## src/rtl/chacha_axi_pkg.sv

```systemverilog
// Shared AXI read-side constants, reader FSM states and the AXI size encoding helper
// for the ChaCha20 DMA front end.
package chacha_axi_pkg;

  localparam logic [1:0] AXI_BURST_INCR    = 2'b01;
  localparam logic [1:0] AXI_RESP_OKAY     = 2'b00;
  localparam logic [3:0] AXI_CACHE_DEFAULT = 4'b0011;

  typedef enum logic [2:0] {
    IDLE,
    ADDR,
    DATA,
    DRAIN,
    DONE
  } rd_state_t;

  function automatic logic [2:0] axi_size(input int dwidth);
    return (dwidth == 64) ? 3'd3 : 3'd2;
  endfunction

endpackage

```

## src/rtl/sync_fifo.sv

```systemverilog
// Single-clock FIFO with occupancy count; head word is visible on dout whenever not empty.
module sync_fifo #(
  parameter int WIDTH = 33,
  parameter int DEPTH = 32,
  localparam int AW = $clog2(DEPTH)
) (
  input  logic             aclk,
  input  logic             areset,
  input  logic             push,
  input  logic [WIDTH-1:0] din,
  input  logic             pop,
  output logic [WIDTH-1:0] dout,
  output logic [AW:0]      count,
  output logic             full,
  output logic             empty
);

  localparam logic [AW:0] DEPTH_V = (AW+1)'(DEPTH);

  logic [WIDTH-1:0] mem [DEPTH];
  logic [AW-1:0]    wr_ptr;
  logic [AW-1:0]    rd_ptr;
  logic             do_push;
  logic             do_pop;

  assign full    = (count == DEPTH_V);
  assign empty   = (count == '0);
  assign do_push = push && !full;
  assign do_pop  = pop && !empty;
  assign dout    = mem[rd_ptr];

  // NOTE: storage is deliberately not reset; pointers and count define validity.
  always_ff @(posedge aclk) begin
    if (do_push) mem[wr_ptr] <= din;
  end

  always_ff @(posedge aclk) begin
    if (areset) begin
      wr_ptr <= '0;
      rd_ptr <= '0;
      count  <= '0;
    end else begin
      if (do_push) wr_ptr <= wr_ptr + AW'(1);
      if (do_pop)  rd_ptr <= rd_ptr + AW'(1);
      case ({do_push, do_pop})
        2'b10:   count <= count + (AW+1)'(1);
        2'b01:   count <= count - (AW+1)'(1);
        default: count <= count;
      endcase
    end
  end

endmodule

```

## src/rtl/axi_burst_reader.sv

```systemverilog
// AXI4 read master: fetches word_count words from base_addr in 4KB-safe INCR bursts,
// one burst outstanding, and streams them out with tlast on the final word.
module axi_burst_reader
  import chacha_axi_pkg::*;
#(
  parameter int AWIDTH     = 32,
  parameter int DWIDTH     = 32,
  parameter int IWIDTH     = 1,
  parameter int MAX_BURST  = 16,
  parameter int FIFO_DEPTH = 32,
  parameter int LEN_WIDTH  = 16
) (
  input  logic                 aclk,
  input  logic                 areset,
  input  logic                 start,
  input  logic [AWIDTH-1:0]    base_addr,
  input  logic [LEN_WIDTH-1:0] word_count,
  output logic                 busy,
  output logic                 done,
  output logic                 err,
  output logic [IWIDTH-1:0]    m_arid,
  output logic [AWIDTH-1:0]    m_araddr,
  output logic [2:0]           m_arprot,
  output logic [1:0]           m_arburst,
  output logic [3:0]           m_arcache,
  output logic [7:0]           m_arlen,
  output logic [2:0]           m_arsize,
  output logic                 m_arlock,
  output logic                 m_arvalid,
  input  logic                 m_arready,
  input  logic [IWIDTH-1:0]    m_rid,
  input  logic [DWIDTH-1:0]    m_rdata,
  input  logic [1:0]           m_rresp,
  input  logic                 m_rvalid,
  input  logic                 m_rlast,
  output logic                 m_rready,
  output logic [DWIDTH-1:0]    m_tdata,
  output logic                 m_tvalid,
  output logic                 m_tlast,
  input  logic                 m_tready
);

  localparam int BYTES  = DWIDTH / 8;
  localparam int BSHIFT = $clog2(BYTES);
  localparam int CNT_W  = $clog2(FIFO_DEPTH) + 1;
  localparam int CW     = (LEN_WIDTH > 13) ? LEN_WIDTH : 13;

  rd_state_t            state;
  logic [AWIDTH-1:0]    cur_addr;
  logic [LEN_WIDTH-1:0] words_left;
  logic [8:0]           beats_left;

  logic [AWIDTH-1:0]    aligned_base;
  logic [AWIDTH-1:0]    src_addr;
  logic [LEN_WIDTH-1:0] src_words;
  logic [12:0]          page_bytes;
  logic [12:0]          page_words;
  logic [CW-1:0]        burst_beats;
  logic [7:0]           burst_len;
  logic [AWIDTH-1:0]    addr_step;

  logic [DWIDTH:0]      fifo_dout;
  logic [CNT_W-1:0]     fifo_count;
  logic [CNT_W-1:0]     fifo_free;
  logic                 fifo_full;
  logic                 fifo_empty;
  logic                 r_fire;
  logic                 space_ok;
  logic                 unused;

  assign m_arid    = '0;
  assign m_arprot  = 3'b000;
  assign m_arburst = AXI_BURST_INCR;
  assign m_arcache = AXI_CACHE_DEFAULT;
  assign m_arsize  = axi_size(DWIDTH);
  assign m_arlock  = 1'b0;
  assign unused    = ^m_rid;

  assign aligned_base = base_addr & ~AWIDTH'(BYTES - 1);
  // In IDLE the first burst is sized straight from the request inputs.
  assign src_addr     = (state == IDLE) ? aligned_base : cur_addr;
  assign src_words    = (state == IDLE) ? word_count : words_left;
  assign page_bytes   = 13'h1000 - {1'b0, src_addr[11:0]};
  assign page_words   = page_bytes >> BSHIFT;

  // NOTE: every always_comb output gets a default first so no latch is inferred.
  always_comb begin
    burst_beats = CW'(src_words);
    if (burst_beats > CW'(MAX_BURST)) burst_beats = CW'(MAX_BURST);
    if (burst_beats > CW'(page_words)) burst_beats = CW'(page_words);
  end

  assign burst_len = 8'(burst_beats - CW'(1));
  assign addr_step = (AWIDTH'(m_arlen) + AWIDTH'(1)) << BSHIFT;
  assign fifo_free = CNT_W'(FIFO_DEPTH) - fifo_count;
  assign space_ok  = (CW'(fifo_free) >= burst_beats);

  assign m_rready = (state == DATA) && !fifo_full;
  assign r_fire   = m_rvalid && m_rready;

  sync_fifo #(
    .WIDTH (DWIDTH + 1),
    .DEPTH (FIFO_DEPTH)
  ) u_fifo (
    .aclk   (aclk),
    .areset (areset),
    .push   (r_fire),
    .din    ({(words_left == LEN_WIDTH'(1)), m_rdata}),
    .pop    (m_tready),
    .dout   (fifo_dout),
    .count  (fifo_count),
    .full   (fifo_full),
    .empty  (fifo_empty)
  );

  assign m_tvalid = !fifo_empty;
  assign m_tdata  = fifo_dout[DWIDTH-1:0];
  assign m_tlast  = fifo_dout[DWIDTH] && !fifo_empty;

  always_ff @(posedge aclk) begin
    if (areset) begin
      state      <= IDLE;
      busy       <= 1'b0;
      done       <= 1'b0;
      err        <= 1'b0;
      m_arvalid  <= 1'b0;
      m_araddr   <= '0;
      m_arlen    <= '0;
      cur_addr   <= '0;
      words_left <= '0;
      beats_left <= '0;
    end else begin
      done <= 1'b0;
      case (state)
        IDLE: begin
          if (start) begin
            busy       <= 1'b1;
            err        <= 1'b0;
            cur_addr   <= aligned_base;
            words_left <= word_count;
            if (word_count == '0) begin
              state <= DONE;
            end else begin
              // FIFO is always empty here, so the first burst needs no space check.
              m_arvalid <= 1'b1;
              m_araddr  <= aligned_base;
              m_arlen   <= burst_len;
              state     <= ADDR;
            end
          end
        end
        ADDR: begin
          if (m_arvalid) begin
            if (m_arready) begin
              m_arvalid  <= 1'b0;
              cur_addr   <= cur_addr + addr_step;
              beats_left <= {1'b0, m_arlen} + 9'd1;
              state      <= DATA;
            end
          end else if (space_ok) begin
            m_arvalid <= 1'b1;
            m_araddr  <= cur_addr;
            m_arlen   <= burst_len;
          end
        end
        DATA: begin
          if (r_fire) begin
            words_left <= words_left - LEN_WIDTH'(1);
            beats_left <= beats_left - 9'd1;
            if (m_rresp != AXI_RESP_OKAY) err <= 1'b1;
            if (m_rlast != (beats_left == 9'd1)) err <= 1'b1;
            // The burst ends on our own beat count, whatever rlast claims.
            if (beats_left == 9'd1) begin
              state <= (words_left == LEN_WIDTH'(1)) ? DRAIN : ADDR;
            end
          end
        end
        DRAIN: begin
          if (fifo_empty) state <= DONE;
        end
        DONE: begin
          done  <= 1'b1;
          busy  <= 1'b0;
          state <= IDLE;
        end
        default: state <= IDLE;
      endcase
    end
  end

endmodule

```

## config.mk

```make
export PLATFORM = sky130hd
export DESIGN_NAME = axi_burst_reader
export DESIGN_NICKNAME = d
export VERILOG_FILES = /design/src/rtl/chacha_axi_pkg.sv /design/src/rtl/sync_fifo.sv /design/src/rtl/axi_burst_reader.sv
export SDC_FILE = /design/constraint.sdc
export NUM_CORES = 1
export LEC_CHECK = 0
export CAP_MARGIN = 20
export CORE_MARGIN = 2
export CORE_UTILIZATION = 50
export DETAILED_ROUTE_END_ITERATION = 8
export MAX_ROUTING_LAYER = met4
export PLACE_DENSITY = 0.79
export SLEW_MARGIN = 0
export SYNTH_ARGS = -nofsm -noshare
export SYNTH_HDL_FRONTEND = slang
export SYNTH_SLANG_ARGS = --single-unit
```

## constraint.sdc

```tcl
create_clock -name aclk -period 10.7 [get_ports aclk]
set_input_delay 2.14 -clock aclk [delete_from_list [all_inputs] [get_ports aclk]]
set_output_delay 2.14 -clock aclk [all_outputs]
set_load 0.01 [all_outputs]
```

* Word level (Yosys, flattened, before mapping)
Memories as Yosys holds them, arrays and structs flattened. A register that Yosys moved wholly into a read port is not among the register bits.
Index checks and enable logic that the tools add are counted.
** Word-level totals
- Bits in read-only memories :: 0
- Memories :: 1
- Bits in latches :: 0
- Flip-flop bits (word level) :: 120
- Output and inout port bits :: 93
- Bits of input ports :: 90
- RAM bits :: 1056
** Memories
- u_fifo.mem :: depth 32, bits a word 33, rd ports 1, clocked after Yosys merged registers in 1, wr ports 1, line sync_fifo.sv:20 : logic [WIDTH-1:0] mem [DEPTH];
** Operators by class
- Order comparisons :: 3
- Divide/modulo/power cells :: 0
- Shift-type cells :: 0
- Eq/ne operators :: 20
- Bitwise gates (word level) :: 0
- Muxes and demuxes :: 53
- Reduce and logical (&&, ||, !) cells :: 24
- Multiply operators :: 0
- Add/sub/neg operators :: 12
** Operators by type and width (count)
- 32-bit 2-to-1 mux :: 7
- 32-bit one-hot mux with 2 select lines :: 2
- 16-bit 2-to-1 mux :: 5
- 32-bit by 11-bit adder with 32-bit output :: 1
- 8-bit 2-to-1 mux :: 4
- 16-bit one-hot mux with 2 select lines :: 1
- 9-bit 2-to-1 mux :: 3
- 3-bit 2-to-1 mux :: 7
- 8-bit by 1-bit adder with 9-bit output (second input constant) :: 2
- 9-bit one-hot mux with 2 select lines :: 1
- 16-bit by 1-bit == test with 1-bit output (second input constant) :: 1
- 6-bit by 16-bit greater-or-equal comparator with 1-bit output :: 1
- 16-bit by 11-bit greater-than comparator with 1-bit output :: 1
- 16-bit by 5-bit greater-than comparator with 1-bit output (second input constant) :: 1
- 16-bit logical NOT :: 1
- 8-bit one-hot mux with 2 select lines :: 1
- 16-bit by 1-bit subtractor with 16-bit output (second input constant) :: 1
- 1-bit 2-to-1 mux :: 13
- 13-bit by 12-bit subtractor with 13-bit output (first input constant) :: 1
- 12-bit 2-to-1 mux :: 1
- 2-bit inequality test (second input constant) :: 6
- 3-bit one-hot mux with 4 select lines :: 1
- 6-bit one-hot mux with 2 select lines :: 1
- 4-bit AND reduction :: 3
- other kinds (28) :: 46

* Logic depth before layout (Yosys ltp)
Gate-level depths: netlist (run 1).
- Word-level depth :: 10
- Depth in mapped cells :: 27
- Mapped depth without buffers :: 22

* Modules after synthesis
A second synthesis (run 1) with hierarchy kept.
** Unflattened totals
- Cell total of the unflattened synthesis :: 3044
- Area, all modules :: 48651.7 sq um
** Modules (own cells, without submodules)
- sync_fifo :: cells each 2127, times used 1, area each 41511.1 sq um
- axi_burst_reader :: cells each 917, times used 1, area each 7140.6 sq um

* Worst setup path after synthesis (run 1)
OpenSTA, ideal clock, no wires.
- Path type :: in2reg
- From :: in base_addr[2]
- To :: reg m_arlen[5]
- Data arrival time :: 6.305 ns
- Slack :: 4.274 ns
- Library setup time :: 0.121 ns
- Stages on the path :: 20
- Cell sequence :: mux2i_1 -> ha_1 -> nor3b_1 -> mux2i_1 -> xnor2_1 -> inv_1 -> ha_1 -> nand4_1 -> nor2_1 -> a31o_2 -> a31oi_1 -> nor2_1 -> a21o_1 -> ha_1 -> a21o_1 -> a211o_1 -> a31oi_1 -> a21oi_2 -> nand2_1 -> mux2_2
** On the way
- Longest elaborated chain between the ends :: 8
- Elaborated cells between the ends (all ways) :: 13
** RTL lines
- from (decl) :: line axi_burst_reader.sv:16 : input logic [AWIDTH-1:0] base_addr,
- 12-bit 2-to-1 mux * :: line axi_burst_reader.sv:81 : assign src_addr = (state == IDLE) ? aligned_base : cur_addr;
- 13-bit by 12-bit subtractor with 13-bit output * :: line axi_burst_reader.sv:83 : assign page_bytes = 13'h1000 - {1'b0, src_addr[11:0]};
- 16-bit by 11-bit greater-than comparator with 1-bit output :: line axi_burst_reader.sv:90 : if (burst_beats > CW'(page_words)) burst_beats = CW'(page_words);
- 16-bit 2-to-1 mux * :: line axi_burst_reader.sv:90
- 8-bit by 1-bit subtractor with 8-bit output :: line axi_burst_reader.sv:93 : assign burst_len = 8'(burst_beats - CW'(1));
- 8-bit 2-to-1 mux, on equally long branches :: line axi_burst_reader.sv:160, axi_burst_reader.sv:141
- 8-bit 2-to-1 mux, on equally long branches :: line axi_burst_reader.sv:153, axi_burst_reader.sv:136
- 8-bit one-hot mux with 2 select lines :: line axi_burst_reader.sv:134 : case (state)
- to (signal assigned) :: line axi_burst_reader.sv:147 : m_arlen <= burst_len;
- to (signal assigned) :: line axi_burst_reader.sv:163 : m_arlen <= burst_len;
- to (decl) :: line axi_burst_reader.sv:26 : output logic [7:0] m_arlen,
Mark *: on every way between the ends. The rest lies on a longest branch, timed or not. The select of a mux whose other input is x is not followed.
A chain may end at the register's enable or synchronous reset.

* Worst setup path after layout (run 1)
Ends and elaborated chain as after synthesis.

==> results.toml, run 1 <==
[status]
status = "finished clean"

[placement]
io_buffers = 163
place_area_sq_mm = 0.0515
post-dp-hpwl_mm = 65.5
gp_congestion = 0.869

[grt]
grt_max_degree = 117
grt_pass1_vias = 26900
grt-ovfl-total = 0
antenna_found_initial = 4
track_usage = 0.253
grt_pass1_wl_mm = 177

[cts]
clock_sinks = 1177
numCtsBuffers = 112
clockBufferDepth = 3
post_cts_buffers = 0
clk_latency_ns = 0.70
clk_pin_slew_ns = 0.06
cts_root_buf = "clkbuf_16"
htree_levels = 3
cts_resized = 0
cts-hold-fix-buffers = 0
cts_tree = "yes"

[worst_setup_path]
start_kind = "input port"
r2r-start = "state[1]"
critical_path_arrival_ns = 8.09
reg2reg_depth = 23
rrSetupSlack_ns = 4.05
reg2reg_to = "m_arlen[5]"
worstPathMaxFanout = 36
required_ns = 11.28
crit_type = "in2reg"
startpoint = "base_addr[2]"
worstSetupEndpointType = "flip-flop"
cp-endpoint = "m_arlen[5]"

[floorplan]
fp.coreArea_sq_mm = 0.0953
die_h_um = 315
die_w_um = 315
io_pins = 183
rows = 113
initial_utilization = 0.506
dieArea_sq_mm = 0.0989

[yosys]
synth_area_sq_mm = 0.0482
syn_inst = 2622
synthFlopType = "edfxtp_1"
syn_area_per_cell_sq_um = 18.4
async_reset_ff_frac = 0
ys_seq_elements = 1177
synth_edf_count = 1056
ys_seq_area_frac = 0.708
ys_types = 73
yosysWarnings = 0

[finish]
drive_gt1_frac = 0.225
fin_util = 0.582
layout_commonest_cell = "edfxtp_1"
syn_to_final_growth_pct = 15.0
final_cell_mix = "1056 x edfxtp_1, 330 x mux4_2, 162 x clkdlybuf4s50_1, 141 x nand2_1, 116 x dfxtp_1"
fin_area_sq_mm = 0.0554
nets = 2951

[drt]
drt-total-wl_mm = 122
drt_iter0_markers = 3473
drt_pass1_iterations = 5
wl_met1_mm = 44.8
via_per_inst = 6.39
topRoutingLayerUsed = "met4"
drc = 0
vias = 26700
routedWlPerCell_um = 29.1
wl_met3_mm = 10.6
ant_nets = 0
wl_met2_mm = 62.1

[timing]
rsz0062_at_grt = "no"
drv_slew = 0
finalClockSkew_ns = 0.0324
worst_slew_pin_slew_ns = 1.17
setup_violations = 0
period_minus_slack_ns = 7.51
fmax_mhz = 133
slew_headroom = 0.215
holdWs_ns = 0.500
finalCritPeriodShare = 0.702
finalSetupTns_ns = 0
finalHoldViolCount = 0

[worst_hold_path]
worstHoldPathType = "reg2reg"

[power_and_ir_drop]
irDropWorstVdd_v = 0.000145
p_leak_nw = 17.2
power_density_mw_per_mm2 = 187

[job]
drv_cap = 0
cell type report:
class / count / area (sq um)
multi-input cells: 1271 / 13600
clock buffers: 135 / 2980
flip-flops and latches: 1177 / 34100
clock inverters: 71 / 863
repair buffers: 221 / 2150
inverters: 32 / 120
fillers: 6695 / 39900
diodes: 3 / 7.51
well taps: 1265 / 1580
logic make-up after synthesis:
logic type / Yosys count / synth area share
AOI/OAI and AO/OA: 310 / 0.0422
xor gates and xnor gates: 43 / 0.00781
adders and majority gates: 46 / 0.0123
buffers and inverters: 194 / 0.0175
DFF: 1177 / 0.708
muxes: 382 / 0.166
other: 2 / 0.000156
and+or+nand+nor: 468 / 0.0461
through the flow:
step           power, mW  std cells  setup WS [ns]
2_1_floorplan       5.97       2642           4.27
3_3_place_gp        6.31       3959           2.63
3_5_place_dp        6.34       3959           2.58
4_1_cts             10.4       4165           3.30
5_1_grt             10.7       4175           2.64
6_report            10.4       4175           3.19
sequential cells by signal, summed over array words and instances, names as in the netlist, named ones only:
| signal | flops |
|---|---|
| u_fifo.count | 6 |
| state | 3 |
| m_arvalid | 1 |
| err | 1 |
| m_araddr | 30 |
| cur_addr | 30 |
| words_left | 16 |
| u_fifo.mem | 1056 |
| m_arlen | 8 |
| done | 1 |
| u_fifo.wr_ptr | 5 |
| beats_left | 9 |
| u_fifo.rd_ptr | 5 |
| busy | 1 |
per-layer routing:
layer | GRT usage | vias up
met1 | 0.318 | 13700
li1 | - | 11100
met3 | 0.0458 | 236
met4 | 0.0906 | 0
met2 | 0.416 | 1631
met5 | - | -
worst min-delay path by stage:
stage / endpoint / cells past startpoint / from
finish: words_left[15] / 2 / words_left[15]
global route: words_left[9] / 2 / words_left[9]
CTS: words_left[15] / 2 / words_left[15]
detailed placement: words_left[15] / 2 / words_left[15]
global placement: words_left[11] / 2 / words_left[11]
floorplan: words_left[11] / 2 / words_left[11]
where the power goes:
part	switching (mW)	internal [mW]	total, mW
logic	0.592	0.504	1.10
registers	0.0949	5.07	5.17
clock network	1.74	2.38	4.12
critical path, cell delays in order:
cell             delay, ns
clkdlybuf4s50_1       0.52
mux2i_1               0.45
ha_1                  0.32
nor3b_1               0.22
mux2i_1               0.15
xnor2_1               0.46
inv_1                 0.14
ha_1                  0.31
nand4_1               0.08
nor2_1                0.17
o21ai_0               0.16
a31oi_1               0.63
nor2_1                0.20
a21o_1                0.23
ha_1                  0.29
a21o_1                0.16
a211o_1               0.30
a31oi_1               0.23
a21oi_2               0.05
buf_4                 0.27
nand2_1               0.23
mux2_2                0.35
synth_stat cells (15+ instances only):
| library cell | count | area (sq um) |
|---|---|---|
| a21oi_1 | 101 | 505 |
| buf_4 | 17 | 128 |
| dfxtp_1 | 121 | 2420 |
| ha_1 | 44 | 551 |
| nand2_1 | 141 | 529 |
| nor4_1 | 30 | 188 |
| buf_2 | 15 | 75.1 |
| clkbuf_1 | 98 | 368 |
| xor2_1 | 22 | 193 |
| mux2_2 | 35 | 394 |
| mux2i_1 | 16 | 160 |
| edfxtp_1 | 1056 | 31700 |
| inv_1 | 32 | 120 |
| a211oi_1 | 25 | 188 |
| nor3_1 | 33 | 165 |
| mux4_2 | 330 | 7430 |
| o21ai_0 | 55 | 275 |
| nor2_1 | 145 | 544 |
| nand3_1 | 24 | 120 |
| xnor2_1 | 21 | 184 |
| buf_1 | 27 | 101 |
| a311oi_1 | 32 | 280 |
(Power assumes the default switching activity.)
==> run 2, diff against run 1 <==
clock period = 7.6 ns   (was 10.7 ns; I/O delays follow)
==> results.toml, run 2 (synthesis gave the netlist of run 1 again) <==
[worst_setup_path]
reg2reg_to = "m_araddr[18]"
r2r-start = "state[1]"
worstPathMaxFanout = 33
required_ns = 8.20
startpoint = "state[1]"
cp-endpoint = "m_araddr[18]"
reg2reg_depth = 24
crit_type = "reg2reg"
critical_path_arrival_ns = 6.93
rrSetupSlack_ns = 1.27
worstSetupEndpointType = "flip-flop"
start_kind = "flip-flop"

[power_and_ir_drop]
p_leak_nw = 17.2
power_density_mw_per_mm2 = 264
p_sw_frac = 0.238
fin_total_pwr_mw = 14.7
internal_power_mw = 11.2
switching_power_mw = 3.50
pwr-share-seq = 0.495
p_clk_frac = 0.399
irDropWorstVdd_v = 0.000211
combPwrFrac = 0.106

[status]
status = "finished clean"

[job]
drv_cap = 0

[worst_hold_path]
holdPathStages = 2
worstHoldPathType = "reg2reg"

[finish]
regArea_sq_mm = 0.0341
layout_commonest_cell = "edfxtp_1"
fin_cells = 4188
fillerInstances = 6682
biggestRegsByFlops = "u_fifo.mem x1056, cur_addr x30, m_araddr x30"
largest_reg_flops = 1056
final_cell_mix = "1056 x edfxtp_1, 330 x mux4_2, 162 x clkdlybuf4s50_1, 141 x nand2_1, 117 x clkbuf_16"
drive_gt1_frac = 0.230
max_flop_register = "u_fifo.mem"
nets = 2958
syn_to_final_growth_pct = 15.2
multiInputGateArea_sq_mm = 0.0136

[grt]
grt_pass1_vias = 27300
grt_pass1_wl_mm = 184
antenna_found_initial = 3
grt-ovfl-total = 0
grt_max_degree = 118
track_usage = 0.263

[drt]
via_per_inst = 6.49
drt-total-wl_mm = 126
vias = 27200
ant_nets = 0
drt_pass1_iterations = 5
drc = 0
drt_iter0_markers = 3421
routedWlPerCell_um = 30.1

[cts]
clockBufferDepth = 3
clk_pin_slew_ns = 0.06
cts_tree = "yes"
numCtsBuffers = 113
cts_resized = 0
htree_levels = 3
cts_root_buf = "clkbuf_16"
post_cts_buffers = 0
clock_sinks = 1177
cts-hold-fix-buffers = 0
clk_latency_ns = 0.71

[placement]
post-dp-hpwl_mm = 65.8
gp_congestion = 0.869
place_ws_ns = 0.820
io_buffers = 163
placed_cells = 3965

[timing]
finalClockSkew_ns = 0.0289
setup_ws_ns = 1.27
holdWs_ns = 0.502
period_minus_slack_ns = 6.33
finalHoldViolCount = 0
finalCritPeriodShare = 0.833
finalSetupTns_ns = 0
worst_slew_pin_slew_ns = 1.10
setup_violations = 0
slew_headroom = 0.268
drv_slew = 0
fmax_mhz = 158
rsz0062_at_grt = "no"

[floorplan]
fp.coreArea_sq_mm = 0.0953
initial_utilization = 0.506
io_pins = 183
dieArea_sq_mm = 0.0989
die_h_um = 315
die_w_um = 315
rows = 113
[run 2: routing by layer]
layer | vias up | GRT usage | wire, um
met5 | - | - | 0
met4 | 0 | 0.0979 | 4600
met3 | 310 | 0.0410 | 11400
met2 | 1752 | 0.433 | 64300
met1 | 14000 | 0.334 | 45700
li1 | 11100 | - | -
[run 2: power by group through the flow]
stage                     logic (mW)  clock network, mW  registers (mW)
after floorplan                 1.03                  0            7.37
after global placement          1.49                  0            7.39
after detailed placement        1.53                  0            7.40
after CTS                       1.55               5.92            7.26
after global routing            1.70               6.14            7.28
final                           1.56               5.87            7.27
[run 2: worst min path at each step]
stage / endpoint / startpoint / slack [ns]
after floorplan: words_left[11] / words_left[11] / 0.45
after global placement: words_left[15] / words_left[15] / 0.47
after detailed placement: words_left[11] / words_left[11] / 0.49
after CTS: words_left[11] / words_left[11] / 0.49
after global routing: words_left[6] / words_left[6] / 0.53
final: beats_left[6] / beats_left[6] / 0.50
[run 2: layout make-up]
cell class,instances,share of cell area
sequential,1177,0.615
multi-input combinational,1271,0.244
clock buffer,127,0.0518
timing repair buffer,227,0.0409
tap,1265,0.0285
clock inverter,87,0.0175
inverter,32,0.00216
antenna,2,0.0000901
[run 2: critical path, stage by stage, from the launching register on]
cell	delay (ns)
dfxtp_1	0.52
nor3_4	0.88
mux2i_1	0.29
buf_4	0.17
ha_1	0.21
nor3b_1	0.20
mux2i_1	0.15
xnor2_1	0.48
inv_1	0.14
ha_1	0.23
a211oi_1	0.22
o21ai_0	0.12
o211ai_1	0.12
a31o_2	0.37
mux2i_1	0.29
ha_1	0.26
nand2b_1	0.14
a21oi_1	0.18
and2_1	0.17
nor2_1	0.05
mux2i_2	0.19
a21o_1	0.23
nor2_2	0.04
buf_4	0.25
a311oi_1	0.29
[run 2: stage by stage]
stage / util / instance area, sq um
final: 0.583 / 55600
after global routing: 0.583 / 55600
after CTS: 0.581 / 55400
after detailed placement: 0.541 / 51500
after global placement: 0.541 / 51500
after floorplan: - / 48300
